===== src/rtl/alu_pkg.sv =====
// Shared ALU definitions: shift opcodes, FLAGS bit positions and shift sequencer states.
package alu_pkg;

  localparam logic [3:0] alu_rol = 4'h8;
  localparam logic [3:0] alu_ror = 4'h9;
  localparam logic [3:0] alu_rcl = 4'hA;
  localparam logic [3:0] alu_rcr = 4'hB;
  localparam logic [3:0] alu_shl = 4'hC;
  localparam logic [3:0] alu_shr = 4'hD;
  localparam logic [3:0] alu_sal = 4'hE;
  localparam logic [3:0] alu_sar = 4'hF;

  localparam int unsigned FLAG_CF = 0;
  localparam int unsigned FLAG_PF = 2;
  localparam int unsigned FLAG_AF = 4;
  localparam int unsigned FLAG_ZF = 6;
  localparam int unsigned FLAG_SF = 7;
  localparam int unsigned FLAG_OF = 11;

  typedef enum logic [1:0] {
    StIdle,
    StRun,
    StFin
  } seq_state_e;

  // Operand MSB for the selected width.
  function automatic logic msb_sel(input logic [15:0] v, input logic b16);
    return b16 ? v[15] : v[7];
  endfunction

endpackage


===== src/rtl/alu_shift_flags.sv =====
// Combinational flag generator for the final step of a shift/rotate sequence.
module alu_shift_flags
  import alu_pkg::*;
(
  input  logic [2:0]  op_i,
  input  logic        bit16_i,
  input  logic [15:0] pre_i,
  input  logic [15:0] post_i,
  input  logic        cf_i,
  input  logic [11:0] flags_i,
  output logic [11:0] flags_o
);

  logic post_msb;
  logic post_msb1;
  logic pre_msb;
  logic post_zero;
  logic unused_pre;

  assign unused_pre = ^pre_i;

  always_comb begin
    post_msb  = msb_sel(post_i, bit16_i);
    post_msb1 = bit16_i ? post_i[14] : post_i[6];
    pre_msb   = msb_sel(pre_i, bit16_i);
    post_zero = bit16_i ? (post_i == 16'h0000) : (post_i[7:0] == 8'h00);

    flags_o          = flags_i;
    flags_o[FLAG_CF] = cf_i;
    unique case (op_i)
      3'd0, 3'd2, 3'd4, 3'd6: flags_o[FLAG_OF] = cf_i ^ post_msb;
      3'd1, 3'd3:             flags_o[FLAG_OF] = post_msb ^ post_msb1;
      3'd5:                   flags_o[FLAG_OF] = pre_msb;
      default:                flags_o[FLAG_OF] = 1'b0;
    endcase

    // Rotates leave SF/ZF/PF untouched.
    if (op_i[2]) begin
      flags_o[FLAG_SF] = post_msb;
      flags_o[FLAG_ZF] = post_zero;
      flags_o[FLAG_PF] = ~^post_i[7:0];
    end
  end

endmodule


===== src/rtl/alu_shift_seq.sv =====
// Multi-cycle shift/rotate sequencer driving the shared ALU one bit per cycle.
// Optional rotate count reduction: define ALU_SHIFT_SEQ_ROTRED_EN.
module alu_shift_seq
  import alu_pkg::*;
#(
  parameter logic [4:0] CNT_MASK = 5'h1F
) (
  input  logic        clock,
  input  logic        reset,
  input  logic        start,
  input  logic [2:0]  op,
  input  logic        bit16,
  input  logic [7:0]  count,
  input  logic [15:0] op1_in,
  input  logic [11:0] flags_in,
  output logic        busy,
  output logic        done,
  output logic [15:0] result,
  output logic [11:0] flags_res,
  output logic        alu_busy,
  output logic [3:0]  alu_sel,
  output logic [15:0] alu_op1,
  output logic        alu_bit16,
  output logic [11:0] alu_flags,
  input  logic [15:0] alu_value
);

  seq_state_e  state_q, state_d;
  logic [2:0]  op_q, op_d;
  logic        bit16_q, bit16_d;
  logic [15:0] work_q, work_d;
  logic [11:0] wflags_q, wflags_d;
  logic [4:0]  rem_q, rem_d;
  logic [3:0]  sel_q, sel_d;
  logic [15:0] result_q, result_d;
  logic [11:0] flags_res_q, flags_res_d;

  logic [4:0]  cnt_c;
  logic [4:0]  iter;
  logic        cf_out;
  logic [11:0] step_flags;
  logic [11:0] fin_flags;
  logic        unused_count;

  assign cnt_c        = count[4:0] & CNT_MASK;
  assign unused_count = ^count[7:5];

`ifdef ALU_SHIFT_SEQ_ROTRED_EN
  logic [4:0] cnt_m1;
  assign cnt_m1 = cnt_c - 5'd1;

  // Rotates repeat with period width (ROL/ROR) or width+1 (RCL/RCR, CF included).
  always_comb begin
    iter = cnt_c;
    if (!op[2] && (cnt_c != 5'd0)) begin
      unique case ({op[1], bit16})
        2'b00:   iter = (cnt_m1 % 5'd8) + 5'd1;
        2'b01:   iter = (cnt_m1 % 5'd16) + 5'd1;
        2'b10:   iter = (cnt_m1 % 5'd9) + 5'd1;
        default: iter = (cnt_m1 % 5'd17) + 5'd1;
      endcase
    end
  end
`else
  assign iter = cnt_c;
`endif

  // Even ops shift left and lose the MSB; odd ops shift right and lose bit 0.
  assign cf_out = op_q[0] ? work_q[0] : msb_sel(work_q, bit16_q);

  always_comb begin
    step_flags          = wflags_q;
    step_flags[FLAG_CF] = cf_out;
  end

  alu_shift_flags u_flags (
    .op_i    (op_q),
    .bit16_i (bit16_q),
    .pre_i   (work_q),
    .post_i  (alu_value),
    .cf_i    (cf_out),
    .flags_i (wflags_q),
    .flags_o (fin_flags)
  );

  always_comb begin
    state_d     = state_q;
    op_d        = op_q;
    bit16_d     = bit16_q;
    work_d      = work_q;
    wflags_d    = wflags_q;
    rem_d       = rem_q;
    sel_d       = sel_q;
    result_d    = result_q;
    flags_res_d = flags_res_q;

    unique case (state_q)
      StIdle: begin
        if (start) begin
          op_d     = op;
          bit16_d  = bit16;
          work_d   = op1_in;
          wflags_d = flags_in;
          sel_d    = {1'b1, op};
          rem_d    = iter;
          if (cnt_c == 5'd0) begin
            result_d    = op1_in;
            flags_res_d = flags_in;
            state_d     = StFin;
          end else begin
            state_d = StRun;
          end
        end
      end
      StRun: begin
        work_d   = alu_value;
        wflags_d = step_flags;
        rem_d    = rem_q - 5'd1;
        if (rem_q == 5'd1) begin
          result_d    = alu_value;
          flags_res_d = fin_flags;
          state_d     = StFin;
        end
      end
      default: state_d = StIdle;
    endcase
  end

  always_ff @(posedge clock) begin
    if (reset) begin
      state_q     <= StIdle;
      op_q        <= 3'd0;
      bit16_q     <= 1'b0;
      work_q      <= 16'h0000;
      wflags_q    <= 12'h000;
      rem_q       <= 5'd0;
      sel_q       <= 4'h0;
      result_q    <= 16'h0000;
      flags_res_q <= 12'h000;
    end else begin
      state_q     <= state_d;
      op_q        <= op_d;
      bit16_q     <= bit16_d;
      work_q      <= work_d;
      wflags_q    <= wflags_d;
      rem_q       <= rem_d;
      sel_q       <= sel_d;
      result_q    <= result_d;
      flags_res_q <= flags_res_d;
    end
  end

  assign busy      = (state_q == StRun);
  assign done      = (state_q == StFin);
  assign result    = result_q;
  assign flags_res = flags_res_q;
  assign alu_busy  = busy;
  assign alu_sel   = sel_q;
  assign alu_op1   = work_q;
  assign alu_bit16 = bit16_q;
  assign alu_flags = wflags_q;

endmodule

===== config.mk =====
export PLATFORM = sky130hd
export DESIGN_NAME = alu_shift_seq
export DESIGN_NICKNAME = d
export VERILOG_FILES = /design/src/rtl/alu_pkg.sv /design/src/rtl/alu_shift_flags.sv /design/src/rtl/alu_shift_seq.sv
export SDC_FILE = /design/constraint.sdc
export NUM_CORES = 1
export LEC_CHECK = 0
export ABC_CLOCK_PERIOD_IN_PS = 1900
export BUFFER_PORTS_ARGS = -buffer_cell sky130_fd_sc_hd__buf_2
export CAP_MARGIN = 0
export CORE_MARGIN = 5
export CORE_UTILIZATION = 35
export CTS_CLUSTER_SIZE = 20
export DETAILED_ROUTE_END_ITERATION = 8
export PLACE_DENSITY = 0.59
export SYNTH_ARGS = -nofsm -noshare
export SYNTH_HDL_FRONTEND = slang
export SYNTH_SLANG_ARGS = --single-unit

===== constraint.sdc =====
create_clock -name clock -period 1.9 [get_ports clock]
set_input_delay 0.095 -clock clock [delete_from_list [all_inputs] [get_ports clock]]
set_output_delay 0.095 -clock clock [all_outputs]
set_load 0.02 [all_outputs]

# Word level (Yosys, flattened, before mapping)
# Cells that the tools add are included.
[totals]
word_cells = 66
inputBits = 59
regBits = 71
out_inout_bits = 64
[classes]
n_reduce_logical = 14
eq_ne = 12
addsub = 1
mux = 26
bitwise_logic = 3
[ops]
columns = ["operator", "count"]
rows = [
  ["16-bit 2-to-1 mux", 4],
  ["16-bit one-hot mux with 2 select lines", 2],
  ["12-bit 2-to-1 mux", 4],
  ["12-bit one-hot mux with 2 select lines", 2],
  ["16-bit logical NOT", 1],
  ["5-bit one-hot mux with 2 select lines", 1],
  ["3-bit equality test, second input constant", 3],
  ["8-bit logical NOT", 1],
  ["2-bit 2-to-1 mux", 4],
  ["8-bit XNOR reduction", 1],
  ["3-bit by 2-bit equality test with 1-bit output, second input constant", 2],
  ["1-bit 2-to-1 mux", 6],
  ["2-bit AND reduction", 3],
  ["5-bit by 1-bit equality test with 1-bit output, second input constant", 1],
  ["5-bit logical NOT", 1],
  ["5-bit 2-to-1 mux", 1],
  ["5-bit by 1-bit subtractor with 5-bit output, second input constant", 1],
  ["2-bit != test, second input constant", 2],
  ["2-bit one-hot mux with 2 select lines", 1],
  ["4-bit AND reduction", 1],
  ["4-bit OR reduction", 1],
  ["3-bit by 1-bit equality test with 1-bit output, second input constant", 1],
  ["3-bit logical NOT", 1],
  ["1-bit one-hot mux with 3 select lines", 1],
  ["other kinds (9)", 10],
]

# Longest topological paths before layout
[logic_depth]
word_depth = 6
depth_mapped = 8

# Hierarchy
# Synthesis repeated with hierarchy kept, for this count alone.
[unflattened]
cells_unflattened = 422
hier_area_um2 = 3444.6
[modules_own_cells]
columns = ["module", "area_each_um2", "cells_each", "instances"]
rows = [
  ["alu_shift_seq", 3110.5, 378, 1],
  ["alu_shift_flags", 334.1, 44, 1],
]

# Worst setup path after synthesis
# Ideal clock, no wire load.
[synth_timing]
kind = "reg2reg"
start = "register rem_q[1]"
end = "register flags_res_q[10], in the netlist flags_res[10]"
n_path_buf = 1
arrival_time_ns = 1.542
required_time_ns = 1.812
stages_incl_launch_ff = 9
period_less_slack_ns = 1.630
slack_ns = 0.270
setup_time_ns = 0.088
cell_sequence = "dfxtp_1 -> inv_1 -> ha_1 -> nor4b_1 -> nor2_1 -> nor3_4 -> buf_6 -> nor2_1 -> a311oi_2"
[synth_between]
elab_chain_cells = 3
[synth_lines]
columns = ["element", "line", "source"]
rows = [
  ["from (decl)", "alu_shift_seq.sv:33", "logic [4:0] rem_q, rem_d;"],
  ["from (signal assigned)", "alu_shift_seq.sv:146", "rem_q <= rem_d;"],
  ["5-bit by 1-bit equality test with 1-bit output", "alu_shift_seq.sv:119", "if (rem_q == 5'd1) begin"],
  ["2-bit by 1-bit != test with 1-bit output (no source line)", "--", ""],
  ["4-bit AND reduction (no source line)", "--", ""],
  ["to (signal assigned)", "alu_shift_seq.sv:149", "flags_res_q <= flags_res_d;"],
  ["to (decl)", "alu_shift_seq.sv:36", "logic [11:0] flags_res_q, flags_res_d;"],
]
# No other way between the ends.
# A chain may end at the register's enable or synchronous reset.

# Final worst setup path
[layout_timing]
start = "register rem_q[1]"
end = "register flags_res_q[8], in the netlist flags_res[8]"
# Same word-level chain as after synthesis.

==> results.yml <==
pwr:
  cellInternalPower_mw: 2.938
  combPwrFrac: 0.275
  pwr-share-seq: 0.395
  switchingPower_mw: 1.378
  clockPowerShare: 0.330
  powerDensity_nw_per_um2: 1020
  peakVddDrop_uv: 411.1
  sw_frac_of_total: 0.3193
  total_leakage_power_nw: 1.966
final_layout:
  stdcell_count: 596
  layout-drive-gt1-share: 0.3484
  nets: 549
  multiInputGateArea_sq_um: 1546
  nFillCells: 862
  areaGrowthSynthToFinish_pct: 36.90
  antenna_cells: 0
  seq_area_sq_um: 1361
synth:
  synth_area_leader_cell: "dfxtp_1"
  synthTopCellsByCount: "dfxtp_1 (68), nor2_1 (59), nand2_1 (50)"
  synth_cell_types: 38
  synth_most_common_cell: "dfxtp_1"
  syn_nets: 421
  yosys-top-cells-area: "dfxtp_1 (44%), nor2_1 (7.2%), a211oi_1 (6.8%), mux2i_1 (6.8%), nand2_1 (6.1%)"
  syn-cell-area_sq_um: 3089
  yosysSeqAreaShare: 0.4407
  synth-edff-count: 0
  ys.flop_type: "dfxtp_1"
  async_reset_ff_frac: 0
  syn_area_per_cell_sq_um: 8.678
  ys_seq_elements: 68
  synth.top_cell.area_share: 0.4407
  synth_cells: 356
  synth_warnings: 0
critical_path:
  cp_max_fo: 15
  cp.required_ns: 2.15
  path_class: "flop to flop"
  critPathCaptureType: "flop"
  crit_path_start_kind: "flop"
  crit_arrival_ns: 2.02
  path_buf_inv: 3
  max_stage_delay_ns: 0.33
  reg2reg_setup_slack_ns: 0.13
  cp_slowest_cell: "dfxtp_1"
  crit_chain: "inv_1, ha_1, nor4b_2, nor2_2, nor3_4, buf_4, buf_12, nor2_1, a311oi_2"
  crit_family: "simple AND/OR/NAND/NOR gates"
sta:
  setup_viol: 0
  fin_skew_ns: 0.009005
  tns_ns: 0
  hold_viol: 0
  timing.final.crit_share: 0.9291
  maxSlewHeadroom: 0.4826
  slew_violations: 0
  timing.fmax_mhz: 566.5
  layout_min_cycle_time_ns: 1.765
  rsz0062_at_grt: "no"
  whs_ns: 0.01832
  tightest_slew_ns: 0.7760
clocking:
  clk_pin_slew_worst_paths_ns: 0.08
  htree_levels: 3
  cts-root-buf: "clkbuf_8"
  numCtsBuffers: 9
  cts_sinks: 68
  clk_path_buf_depth: 2
  cts_tree: "done"
  insertion_delay_ns: 0.34
run:
  cap_violations: 0
die:
  initial_utilization: 0.3560
  die-area_sq_um: 10810
  dieWidth_microns: 104.0
  die_y_microns: 104.0
  core_sq_um: 8678
  pin_count: 123
  placementRows: 34
place:
  globalplace.congestion: 0.7442
  dp_cells: 566
  numPortBuffers: 119
  dp_hpwl_mm: 6.396
min_path:
  hp-class: "input pin to flop"
routing:
  routedWlPerCell_microns: 14.91
  viasPerCell: 4.884
  wirelength_mm: 8.886
  final_antenna_net_count: 0
  drc: 0
  vias: 2911
  drt_first_pass_iters: 4
  drt-initial-drc-count: 98
outcome:
  status: "completed"
global_routing:
  grt_pass1_vias: 2888
  antenna_found_initial: 0
  grtUsageTotal: 0.1631
  grt_pass1_wl_mm: 14.70
  grt_max_degree: 39
  grt_overflow: 0
## final cells by class
class	instances	share of cell area
well taps	108	0.03195
multi-input cells	245	0.3657
flip-flops and latches	68	0.3219
clock inverters	6	0.02692
repair buffers	146	0.2118
clock buffers	9	0.02929
inverters	14	0.01243
## state kept, by name, summed over array words and instances, names as in the netlist
| signal | flops |
|---|---|
| alu_sel | 2 |
| alu_bit16 | 1 |
| result | 16 |
| rem_q | 5 |
| op_q | 2 |
| alu_flags | 12 |
| state_q | 2 |
| flags_res | 12 |
| alu_op1 | 16 |
## path summary, 6_finish.rpt
kind / endpoint / cells past startpoint / start
worst min register to register: alu_flags[11] / 2 / alu_flags[11]
worst max register to register: flags_res[8] / 9 / rem_q[1]
worst min-delay path: alu_flags[2] / 3 / flags_in[2]
worst max-delay path: flags_res[8] / 9 / rem_q[1]
## placed cells by master (no fill, tap or decap), types with 4 or more instances in the layout
| cell | n |
|---|---|
| nand2b_1 | 4 |
| clkbuf_8 | 9 |
| a311oi_2 | 5 |
| nand2_1 | 50 |
| ha_1 | 6 |
| nor2_1 | 57 |
| inv_1 | 14 |
| dlygate4sd3_1 | 12 |
| dfxtp_1 | 68 |
| xnor2_1 | 4 |
| a21oi_1 | 25 |
| a211oi_2 | 10 |
| nor4_1 | 4 |
| buf_4 | 10 |
| mux2i_1 | 21 |
| buf_12 | 4 |
| a211oi_1 | 28 |
| buf_2 | 119 |
| o21ai_0 | 5 |
## per-stage QoR
| step | worst slack, ns | total power [mW] | util | instance area, sq um |
|---|---|---|---|---|
| after global routing | 0.001031 | 4.567 | 0.4873 | 4229 |
| after global placement | 0.1441 | 2.867 | 0.4405 | 3822 |
| final | 0.1347 | 4.315 | 0.4873 | 4229 |
| after detailed placement | 0.1484 | 2.882 | 0.4405 | 3822 |
| after floorplan | 0.2702 | 2.487 | - | 3089 |
| after CTS | 0.1149 | 4.344 | 0.4817 | 4180 |
## worst min-delay path, cell delays in order
cell	delay, ns
buf_2	0.11
nand2_1	0.05
a21oi_1	0.05
## cell families (layout without fill, tap and decap cells)
family	count (synthesis)	after routing	share of synthesized area
AO/OA/AOI/OAI	85	85	0.2126
XOR/XNOR	4	4	0.01134
adder cells (fa/ha/maj)	6	6	0.02430
buffers and inverters	43	175	0.06480
flip-flops	68	68	0.4407
multiplexers	21	21	0.06804
AND/OR/NAND/NOR	129	129	0.1782
## what timing repair did
item                                   4_1_cts  5_1_grt
buffers inserted                             0        2
setup endpoints to repair                    0       18
hold buffers                                12        0
endpoints found under the hold margin       12        0
gates resized for setup                      0        2
## power by group through the flow
stage          combinational (mW)  clock (mW)  sequential (mW)
5_1_grt                      1.31        1.53             1.73
3_3_place_gp                 1.14           0             1.73
2_1_floorplan               0.591           0             1.90
4_1_cts                      1.17        1.47             1.70
3_5_place_dp                 1.15           0             1.74
6_report                     1.19        1.42             1.71
## per-layer routing
layer / wire (microns) / up-vias / GRT usage / share of wire
li1: - / 1493 / - / -
met1: 3986 / 1329 / 0.2019 / 0.45
met2: 4130 / 84 / 0.2655 / 0.46
met3: 697 / 5 / 0.06890 / 0.078
met4: 71 / 0 / 0.03330 / 0.0080
met5: 0 / - / 0 / 0
(Power assumes the default switching activity.)
